### src/rtl/pmcc_fetch_pkg.sv
// pmcc_fetch_pkg: shared types and helpers for the PMC controller fetch stage.
//   fetch_state_t : fetch FSM state encoding
//   PMCC_PC_W     : code RAM word-address width (1024 x 32 bit)
//   PMCC_NOP      : bubble instruction presented while nothing is valid
//   pc_word_ok()  : redirect target legality check, also used by decode
package pmcc_fetch_pkg;

    localparam int unsigned PMCC_PC_W   = 10;
    localparam int unsigned PMCC_XLEN   = 32;
    localparam logic [31:0] PMCC_NOP    = 32'h0000_0013;

    typedef enum logic [1:0] {
        FETCH_IDLE   = 2'd0,
        FETCH_RUN    = 2'd1,
        FETCH_HALTED = 2'd2,
        FETCH_FAULT  = 2'd3
    } fetch_state_t;

    // Instruction/PC pair handed to decode.
    typedef struct packed {
        logic        valid;
        logic [31:0] pc;
        logic [31:0] instr;
    } fetch_result_t;

    // A target is legal when word aligned and inside the code RAM.
    function automatic logic pc_word_ok(input logic [31:0] target);
        return (target[1:0] == 2'b00) && (target[31:PMCC_PC_W+2] == '0);
    endfunction

endpackage

### src/rtl/pmcc_fetch_perf.sv
// pmcc_fetch_perf: fetch/stall event counters for the fetch stage.
//   clk, rst_n     : clock, async active-low reset
//   clr            : synchronous clear of both counters (wins over increment)
//   inc_fetch      : count one delivered instruction this cycle
//   inc_stall      : count one stalled valid cycle
//   fetch_cnt      : saturating delivered-instruction count
//   stall_cnt      : saturating stalled-cycle count
module pmcc_fetch_perf
    import pmcc_fetch_pkg::*;
(
    input  logic        clk,
    input  logic        rst_n,
    input  logic        clr,
    input  logic        inc_fetch,
    input  logic        inc_stall,
    output logic [31:0] fetch_cnt,
    output logic [31:0] stall_cnt
);

    localparam int unsigned CNT_W = PMCC_XLEN;
    localparam logic [CNT_W-1:0] CNT_MAX = '1;

    // Counters stick at all-ones instead of wrapping.
    always_ff @(posedge clk or negedge rst_n) begin
        if (!rst_n) begin
            fetch_cnt <= '0;
            stall_cnt <= '0;
        end else if (clr) begin
            fetch_cnt <= '0;
            stall_cnt <= '0;
        end else begin
            if (inc_fetch && (fetch_cnt != CNT_MAX)) begin
                fetch_cnt <= fetch_cnt + CNT_W'(1);
            end
            if (inc_stall && (stall_cnt != CNT_MAX)) begin
                stall_cnt <= stall_cnt + CNT_W'(1);
            end
        end
    end

endmodule

### src/rtl/pmcc_fetch.sv
// pmcc_fetch: instruction fetch stage of the PMC controller.
// Drives the code RAM word address (pc_if, combinational; RAM registers it)
// and pairs the word returned one cycle later with its PC for decode.
// Ports:
//   clk, rst_n          : clock, async active-low reset
//   start_i, boot_addr_i: begin fetching at boot_addr_i from IDLE/HALTED/FAULT
//   stall_i             : decode cannot accept; hold current instruction
//   redirect_i, redirect_target_i : taken branch/jump (byte address)
//   halt_i              : stop fetching
//   instr_i             : code RAM read data for the previous pc_if
//   pc_if               : code RAM word address
//   instr_id_o, pc_id_o, instr_valid_id_o : result to decode
//   busy_o              : fetch is running
//   fault_o             : sticky bad redirect target, cleared by start_i
// Build option PMCC_FETCH_PERF_EN adds perf_clr_i, fetch_cnt_o, stall_cnt_o.
module pmcc_fetch
    import pmcc_fetch_pkg::*;
#(
    parameter int unsigned PC_W      = PMCC_PC_W,
    parameter logic [31:0] NOP_INSTR = PMCC_NOP
) (
    input  logic            clk,
    input  logic            rst_n,
    input  logic            start_i,
    input  logic [PC_W-1:0] boot_addr_i,
    input  logic            stall_i,
    input  logic            redirect_i,
    input  logic [31:0]     redirect_target_i,
    input  logic            halt_i,
    input  logic [31:0]     instr_i,
    output logic [PC_W-1:0] pc_if,
    output logic [31:0]     instr_id_o,
    output logic [31:0]     pc_id_o,
    output logic            instr_valid_id_o,
    output logic            busy_o,
    output logic            fault_o
`ifdef PMCC_FETCH_PERF_EN
    ,
    input  logic            perf_clr_i,
    output logic [31:0]     fetch_cnt_o,
    output logic [31:0]     stall_cnt_o
`endif
);

    fetch_state_t    state_q;
    logic [PC_W-1:0] pc_id_q;
    logic            valid_q;
    logic            fault_q;
    logic            target_ok_c;
    fetch_result_t   result_c;

    assign target_ok_c = pc_word_ok(redirect_target_i);

    // Next fetch address. The RAM re-reads pc_id_q whenever fetch holds,
    // so instr_i stays stable for a stalled or stopped instruction.
    always_comb begin
        pc_if = pc_id_q;
        if (state_q == FETCH_RUN) begin
            if (!halt_i) begin
                if (redirect_i) begin
                    if (target_ok_c) begin
                        pc_if = redirect_target_i[PC_W+1:2];
                    end
                end else if (valid_q && !stall_i) begin
                    pc_if = pc_id_q + PC_W'(1);
                end
            end
        end else if (start_i) begin
            pc_if = boot_addr_i;
        end
    end

    // FSM and registered decode-side state. pc_id_q always follows the
    // address the RAM just latched, so it names the word on instr_i.
    always_ff @(posedge clk or negedge rst_n) begin
        if (!rst_n) begin
            state_q <= FETCH_IDLE;
            pc_id_q <= '0;
            valid_q <= 1'b0;
            fault_q <= 1'b0;
        end else begin
            pc_id_q <= pc_if;
            case (state_q)
                FETCH_RUN: begin
                    if (halt_i) begin
                        state_q <= FETCH_HALTED;
                        valid_q <= 1'b0;
                    end else if (redirect_i && !target_ok_c) begin
                        state_q <= FETCH_FAULT;
                        fault_q <= 1'b1;
                        valid_q <= 1'b0;
                    end else begin
                        // redirect, stall hold and sequential fetch all
                        // present a word next cycle
                        valid_q <= 1'b1;
                    end
                end
                default: begin
                    if (start_i) begin
                        state_q <= FETCH_RUN;
                        valid_q <= 1'b1;
                        fault_q <= 1'b0;
                    end else begin
                        valid_q <= 1'b0;
                    end
                end
            endcase
        end
    end

    // Result pairing for decode.
    always_comb begin
        result_c.valid = valid_q;
        result_c.pc    = 32'({pc_id_q, 2'b00});
        result_c.instr = valid_q ? instr_i : NOP_INSTR;
    end

    assign instr_id_o       = result_c.instr;
    assign pc_id_o          = result_c.pc;
    assign instr_valid_id_o = result_c.valid;
    assign busy_o           = (state_q == FETCH_RUN);
    assign fault_o          = fault_q;

`ifdef PMCC_FETCH_PERF_EN
    pmcc_fetch_perf u_perf (
        .clk       (clk),
        .rst_n     (rst_n),
        .clr       (perf_clr_i),
        .inc_fetch (valid_q && !stall_i),
        .inc_stall (valid_q && stall_i),
        .fetch_cnt (fetch_cnt_o),
        .stall_cnt (stall_cnt_o)
    );
`endif

endmodule

### config.mk
export PLATFORM = sky130hd
export DESIGN_NAME = pmcc_fetch
export DESIGN_NICKNAME = d
export VERILOG_FILES = /design/src/rtl/pmcc_fetch_pkg.sv /design/src/rtl/pmcc_fetch_perf.sv /design/src/rtl/pmcc_fetch.sv
export SDC_FILE = /design/constraint.sdc
export NUM_CORES = 1
export LEC_CHECK = 0
export CORE_MARGIN = 2
export CORE_UTILIZATION = 30
export DETAILED_ROUTE_END_ITERATION = 8
export HOLD_SLACK_MARGIN = 0.06
export PLACE_DENSITY = 0.86
export SLEW_MARGIN = 30
export SYNTH_ARGS = -nofsm -noshare
export SYNTH_HDL_FRONTEND = slang
export SYNTH_SLANG_ARGS = --single-unit
### constraint.sdc
create_clock -name clk -period 4.1 [get_ports clk]
set_clock_uncertainty 0.1 [all_clocks]
set_input_delay 0.82 -clock clk [delete_from_list [all_inputs] [get_ports clk]]
set_output_delay 0.82 -clock clk [all_outputs]
set_load 0.01 [all_outputs]
==> key figures, run 1 <==
Floorplanning
  • Die Area: 0.005313 mm²
  • DIE HEIGHT: 72.89 µm
  • Rows: 25
  • Ports: 157
  • Chip width: 72.89 µm
  • Core area: 0.004661 mm²
  • Starting Density: 30.55%

Timing
  • Hold Slack: 0.3915 ns
  • Max Slew Vio Count: 0
  • Fin crit share: 95.14%
  • Fin. Hold Viols: 0
  • RSZ-0062 raised after global routing: no
  • Actual slew at the worst max-slew pin: 0.6411 ns
  • Final worst-path setup slack: 0.1992 ns
  • Setup_tns: 0 ns
  • Peak Freq: 256.4 MHz
  • # setup viols final: 0
  • Minimum clock period: 3.901 ns
  • Max_slew headroom: 57.12%

Clock tree
  • H-tree levels: 1
  • # Post-CTS Setup Buffers: 0
  • CTS Root Cell: clkbuf_8
  • Clock Tree Buf Depth: 2
  • Reg clk slew, reported paths: 0.07 ns
  • Num CTS Buffers: 3
  • Clock Sinks: 14
  • CTS tree: done
  • Hold-fix buffers, CTS: 0
  • Skew-Pair Late Insertion Delay: 0.25 ns
  • Cts repair resizes: 0

Route
  • Vias: 1714
  • Final WL: 4928 µm
  • Iter 0 DRT Violations: 58
  • Routed Antenna Nets: 0
  • WL per Instance: 13.69 µm
  • # DRC: 0
  • Vias per cell: 4.761
  • Detailed Routing Iterations Pass 1: 4

GRT
  • All-Layer GR Usage: 17.71%
  • Vias in the first global route: 1603
  • Global route overflow: 0
  • Initial antenna violation count: 0
  • Largest net degree at the start of global routing: 36
  • Global-route wire length before repair: 7320 µm

Worst setup path
  • Crit path top cell by count: clkdlybuf4s50_1
  • Type of the worst setup path: input pin to primary output
  • Worst path max stage delay: 0.58 ns
  • Reg2Reg Depth: 6
  • CP startpoint kind: input pin
  • Arr. time, crit path: 2.98 ns
  • FF-to-FF End: pc_id_q[5]
  • Crit Path Max Fanout: 7
  • Slowest cell on crit path: clkdlybuf4s50_1
  • Worst R2R Start: state_q[1]
  • Worst setup EP type: primary output
  • Reg2reg setup slack: 2.18 ns
  • Worst Path Required: 3.18 ns
  • Worst-path cell chain: clkdlybuf4s50_1, and4b_1, nand2_2, nor2_1, a2111oi_0, a2bb2oi_1, clkdlybuf4s50_1

Logic synthesis
  • Post-synth top area cell: dfrtp_1
  • Yosys cell types: 44
  • Sequential share of the synthesized area: 24.60%
  • YS warnings: 0
  • Mapped Cells: 171
  • Mean Syn Cell Area: 8.327 µm²
  • Share of Yosys cell area claimed by the top area cell type: 24.60%
  • Post-synthesis cell area: 0.001424 mm²
  • Yosys reg bits: 14
  • Largest cells by area after synthesis: dfrtp_1, and2_1, buf_4

Worst hold path
  • Hold depth: 1
  • Hold Path Origin: fault_o
  • Hold Path Class: flop to flop
  • Hold path endpoint: fault_o

Job
  • Max-cap violations: 0

Outcome
  • Status: finished clean

Placed design
  • Place WS: 0.2291 ns
  • I/O Buffers: 134
  • Placed cells: 356
  • HPWL Detailed: 4036 µm
  • Routability cong.: 0.8096

Final layout
  • Layout Nets: 388
  • P&R area growth vs syn: 96.31%
  • Post-Layout Cell Count: 360
  • Final core occ: 59.97%
  • Antenna cells: 0
  • Layout cells sized above 1: 4.902%

Power and ir drop
  • P_leak: 1.087 nW
  • Peak supply drop: 0.0003008 V
  • Power per Cell Area: 476.2 mW/mm²
==> worst max path at each step <==
stage	from	endpoint
floorplan	redirect_target_i[26]	pc_if[4]
global placement	halt_i	pc_if[2]
detailed placement	redirect_target_i[1]	pc_if[4]
CTS	stall_i	pc_if[7]
global route	redirect_target_i[1]	pc_if[4]
finish	stall_i	pc_if[7]
==> sequential cells by signal (all words and copies together) (netlist names) <==
signal            flops
fault_o               1
pc_id_q              10
state_q               2
instr_valid_id_o      1
==> stage by stage <==
step	cell area, µm²	total power (W)
finish	2795	0.001331
floorplan	1503	0.0007060
CTS	2795	0.001340
detailed placement	2740	0.001191
global route	2795	0.001421
global placement	2740	0.001174
==> synth_stat cells <==
cell type and number:
o31a_2 1, a22o_1 4, nor4_1 5, a21o_1 1, buf_2 2, and2b_1 1
nand4_1 3, or4b_1 1, and2_1 31, o21ai_0 1, o311a_1 1, and4_1 1
conb_1 1, buf_6 2, o211ai_1 2, mux2i_4 1, nor2_2 1, o21ai_2 1
dfrtp_1 14, a2bb2oi_1 1, a22oi_1 1, a2111oi_0 1, and3_1 1, o21a_1 1
nor4b_1 1, nand3_1 4, nand2_1 6, a221oi_1 4, o21ai_1 7, a32oi_1 1
clkbuf_1 3, ha_1 1, mux2i_1 10, nand2_2 1, a21oi_1 7, o31ai_1 1
and4b_1 1, nor3_1 2, nand2b_1 4, buf_4 23, nor2_1 8, xnor2_1 5
nor2b_1 1, inv_1 2
==> report_power, final <==
| group | internal, W | switching [W] |
|---|---|---|
| sequential | 0.000201 | 0.0000840 |
| clock | 0.0000853 | 0.0000570 |
| combinational | 0.000526 | 0.000378 |
==> logic make-up (layout without fill, tap and decap cells) <==
family          count (synthesis)  after routing  share of synthesized area [%]
compound gates                 35             35                          17.22
xor+xnor                        5              5                          3.075
fa+ha+maj                       1              1                         0.8786
buf+inv                        32            146                          15.73
flops                          14             14                          24.60
mux                            11             11                          8.612
other cells                     1             22                         0.2634
simple gates                   72             72                          29.62
==> layer usage <==
layer | share of wire (%) | routed length, µm | track usage (%)
met3 | 9.0 | 444 | 4.006
met5 | 0 | 0 | 0
met4 | 2.1 | 102 | 7.819
met1 | 36 | 1757 | 17.99
met2 | 53 | 2623 | 34.04
==> cells in the final DEF, fill, tap and decap left out, types with 5 or more instances in the layout <==
cell and n:
nor2_1 8, clkdlybuf4s50_1 134, buf_4 6, nand2_1 6, o21ai_1 7, nor4_1 5, conb_1 22, a21oi_1 7
and2_1 31, dfrtp_1 14, mux2i_1 10, xnor2_1 5
==> worst max-delay path, delay by kind of cell <==
| kind | cells | cell delay (ns) |
|---|---|---|
| AO/OA/AOI/OAI | 2 | 0.70 |
| AND/OR/NAND/NOR | 3 | 0.41 |
| buffers and inverters | 2 | 1.06 |
==> area by class of cell <==
class | instances | area (µm²)
inverters | 2 | 7.507
fillers | 415 | 1866
well taps | 54 | 67.56
repair buffers | 140 | 1386
clock buffers | 4 | 55.05
flip-flops and latches | 14 | 350.3
multi-input cells | 146 | 928.4
Note: power is estimated with default switching activity, not from simulation.
==> inputs of run 2 (changes only) <==
--- a/config.mk
+++ b/config.mk
@@ -5,10 +5,12 @@
 export SDC_FILE = /design/constraint.sdc
 export NUM_CORES = 1
 export LEC_CHECK = 0
+export ABC_CLOCK_PERIOD_IN_PS = 4100
 export CORE_MARGIN = 2
 export CORE_UTILIZATION = 30
 export DETAILED_ROUTE_END_ITERATION = 8
 export HOLD_SLACK_MARGIN = 0.06
+export MAX_ROUTING_LAYER = met4
 export PLACE_DENSITY = 0.86
 export SLEW_MARGIN = 30
 export SYNTH_ARGS = -nofsm -noshare
==> key figures, run 2 (synthesized netlist as in run 1, its figures left out) <==
Final layout
  • Largest regs: pc_id_q x10, state_q x2
  • Final core occ: 59.97% (unchanged)
  • P&R area growth vs syn: 96.31% (unchanged)
  • Most frequent cells in the layout: clkdlybuf4s50_1, and2_1, conb_1
  • Layout Nets: 388 (unchanged)
  • Layout cells sized above 1: 4.902% (unchanged)
  • Fill cells: 415 (unchanged)
  • FF/Latch Area: 350.3 µm² (unchanged)
  • Antenna cells: 0 (unchanged)
  • Most common cell after layout, fill and taps aside: clkdlybuf4s50_1
  • Design area: 0.002795 mm² (unchanged)
  • Top reg by flops: pc_id_q
  • Multi-input gate area: 928.4 µm² (unchanged)
  • Max reg flops: 10 (unchanged)

Floorplanning
  • Rows: 25 (unchanged)
  • Chip width: 72.89 µm (unchanged)
  • Die Area: 0.005313 mm² (unchanged)
  • Ports: 157 (unchanged)
  • Core area: 0.004661 mm² (unchanged)
  • DIE HEIGHT: 72.89 µm (unchanged)
  • Starting Density: 30.55% (unchanged)

Worst hold path
  • Hold Path Class: flop to flop

Clock tree
  • CTS tree: done
  • Reg clk slew, reported paths: 0.06 ns (about the same)
  • Cts repair resizes: 0 (unchanged)
  • Skew-Pair Late Insertion Delay: 0.25 ns (about the same)
  • Clock Tree Buf Depth: 2 (unchanged)
  • Hold-fix buffers, CTS: 0 (unchanged)
  • Clock Sinks: 14 (unchanged)
  • CTS Root Cell: clkbuf_8
  • # Post-CTS Setup Buffers: 0 (unchanged)
  • H-tree levels: 1 (unchanged)
  • Num CTS Buffers: 3 (unchanged)

Power and ir drop
  • Flop pwr share: 21.3% (about the same)
  • Logic pwr share: 68.0% (about the same)
  • Internal Pwr Total: 0.0008121 W (about the same)
  • Clock Power Share: 10.7% (about the same)
  • Power per Cell Area: 477.0 mW/mm² (+0.16%)
  • Switch Pwr: 0.0005212 W (+0.42%)
  • Switching Share: 39.09% (+0.10 points)
  • Peak supply drop: 0.0003016 V (+0.27%)
  • Final Power: 0.001333 W (+0.16%)
  • P_leak: 1.087 nW (unchanged)

GRT
  • Initial antenna violation count: 0 (unchanged)
  • Vias in the first global route: 1609 (+0.37%)
  • Global route overflow: 0 (unchanged)
  • All-Layer GR Usage: 18.17% (+0.46 points)
  • Global-route wire length before repair: 7314 µm (about the same)
  • Largest net degree at the start of global routing: 36 (unchanged)

Timing
  • Peak Freq: 256.6 MHz (about the same)
  • RSZ-0062 raised after global routing: no
  • Fin crit share: 95.05% (about the same)
  • Hold Slack: 0.3914 ns (-0.00004500 ns)
  • Minimum clock period: 3.897 ns (-0.003712 ns)
  • Actual slew at the worst max-slew pin: 0.6586 ns (+0.01750 ns)
  • # setup viols final: 0 (unchanged)
  • Setup_tns: 0 ns (unchanged)
  • Max_slew headroom: 55.95% (-1.2 points)
  • Max Slew Vio Count: 0 (unchanged)
  • Fin. Hold Viols: 0 (unchanged)

Outcome
  • Status: finished clean

Worst setup path
  • Crit path top cell by count: clkdlybuf4s50_1
  • Worst setup EP type: primary output
  • Worst Path Required: 3.18 ns (about the same)
  • CP startpoint kind: input pin
  • Arr. time, crit path: 2.98 ns (about the same)
  • Worst path max stage delay: 0.58 ns (about the same)
  • Worst-path cell chain: clkdlybuf4s50_1, and4b_1, nand2_2, nor2_1, a2111oi_0, a2bb2oi_1, clkdlybuf4s50_1
  • Slowest cell on crit path: clkdlybuf4s50_1
  • Crit Path Max Fanout: 7 (unchanged)
  • Type of the worst setup path: input pin to primary output

Route
  • Final WL: 4958 µm (+0.61%)
  • Iter 0 DRT Violations: 69 (+19%)
  • Routed Antenna Nets: 0 (unchanged)
  • WL per Instance: 13.77 µm (+0.61%)
  • Detailed Routing Iterations Pass 1: 4 (unchanged)
  • Vias: 1717 (+0.18%)
  • # DRC: 0 (unchanged)
  • Vias per cell: 4.769 (+0.18%)

Placed design
  • HPWL Detailed: 4036 µm (unchanged)
  • I/O Buffers: 134 (unchanged)
  • Routability cong.: 0.8215 (+1.5%)
  • DP Area: 0.002740 mm² (unchanged)

Job
  • Max-cap violations: 0 (unchanged)
run 2: cell counts in the layout (fill, tap and decap cells not counted):
No cell type changed its count.
run 2: per-layer routing:
| metal | global-route usage, % | up-vias | share of wire (%) |
|---|---|---|---|
| met5 | - | - | 0 |
| met4 | 7.819 | 0 | 1.6 |
| met3 | 3.729 | 8 | 8.8 |
| met2 | 34.14 | 98 | 53 |
| met1 | 17.90 | 776 | 36 |
| li1 | - | 835 | - |
run 2: final cells by class:
class	count	share of cell area, %
multi-input cells	146	33.21
repair buffers	140	49.60
clock buffers	4	1.970
inverters	2	0.2686
well taps	54	2.417
flip-flops and latches	14	12.53
run 2: worst paths after layout:
check / start / to / slack, ns / cells past startpoint
worst min-delay path: fault_o / fault_o / 0.39 / 1
worst max-delay path: stall_i / pc_if[7] / 0.20 / 7
worst max register to register: state_q[1] / pc_id_q[5] / 2.18 / 6
min in group asynchronous: rst_n / pc_id_q[9] / 0.87 / 1
worst min register to register: fault_o / fault_o / 0.39 / 1
max in group asynchronous: rst_n / pc_id_q[0] / 2.61 / 1
run 2: power by group through the flow:
stage / clock [W] / combinational (W) / sequential (W)
3_5_place_dp: 0 / 0.000906 / 0.000285
2_1_floorplan: 0 / 0.000408 / 0.000298
4_1_cts: 0.000142 / 0.000914 / 0.000284
5_1_grt: 0.000149 / 0.000974 / 0.000297
6_report: 0.000142 / 0.000907 / 0.000284
3_3_place_gp: 0 / 0.000894 / 0.000280
run 2: worst max-delay path: cells and delay by family:
kind,cells,cell delay (ns)
buffers and inverters,2,1.06
AO/OA/AOI/OAI,2,0.69
AND/OR/NAND/NOR,3,0.41
run 2: stage by stage:
| stage | std cells | worst slack [ns] |
|---|---|---|
| floorplan | 192 | 1.267 |
| global placement | 356 | 0.2591 |
| detailed placement | 356 | 0.2291 |
| CTS | 360 | 0.2085 |
| global route | 360 | 0.01405 |
| finish | 360 | 0.2029 |
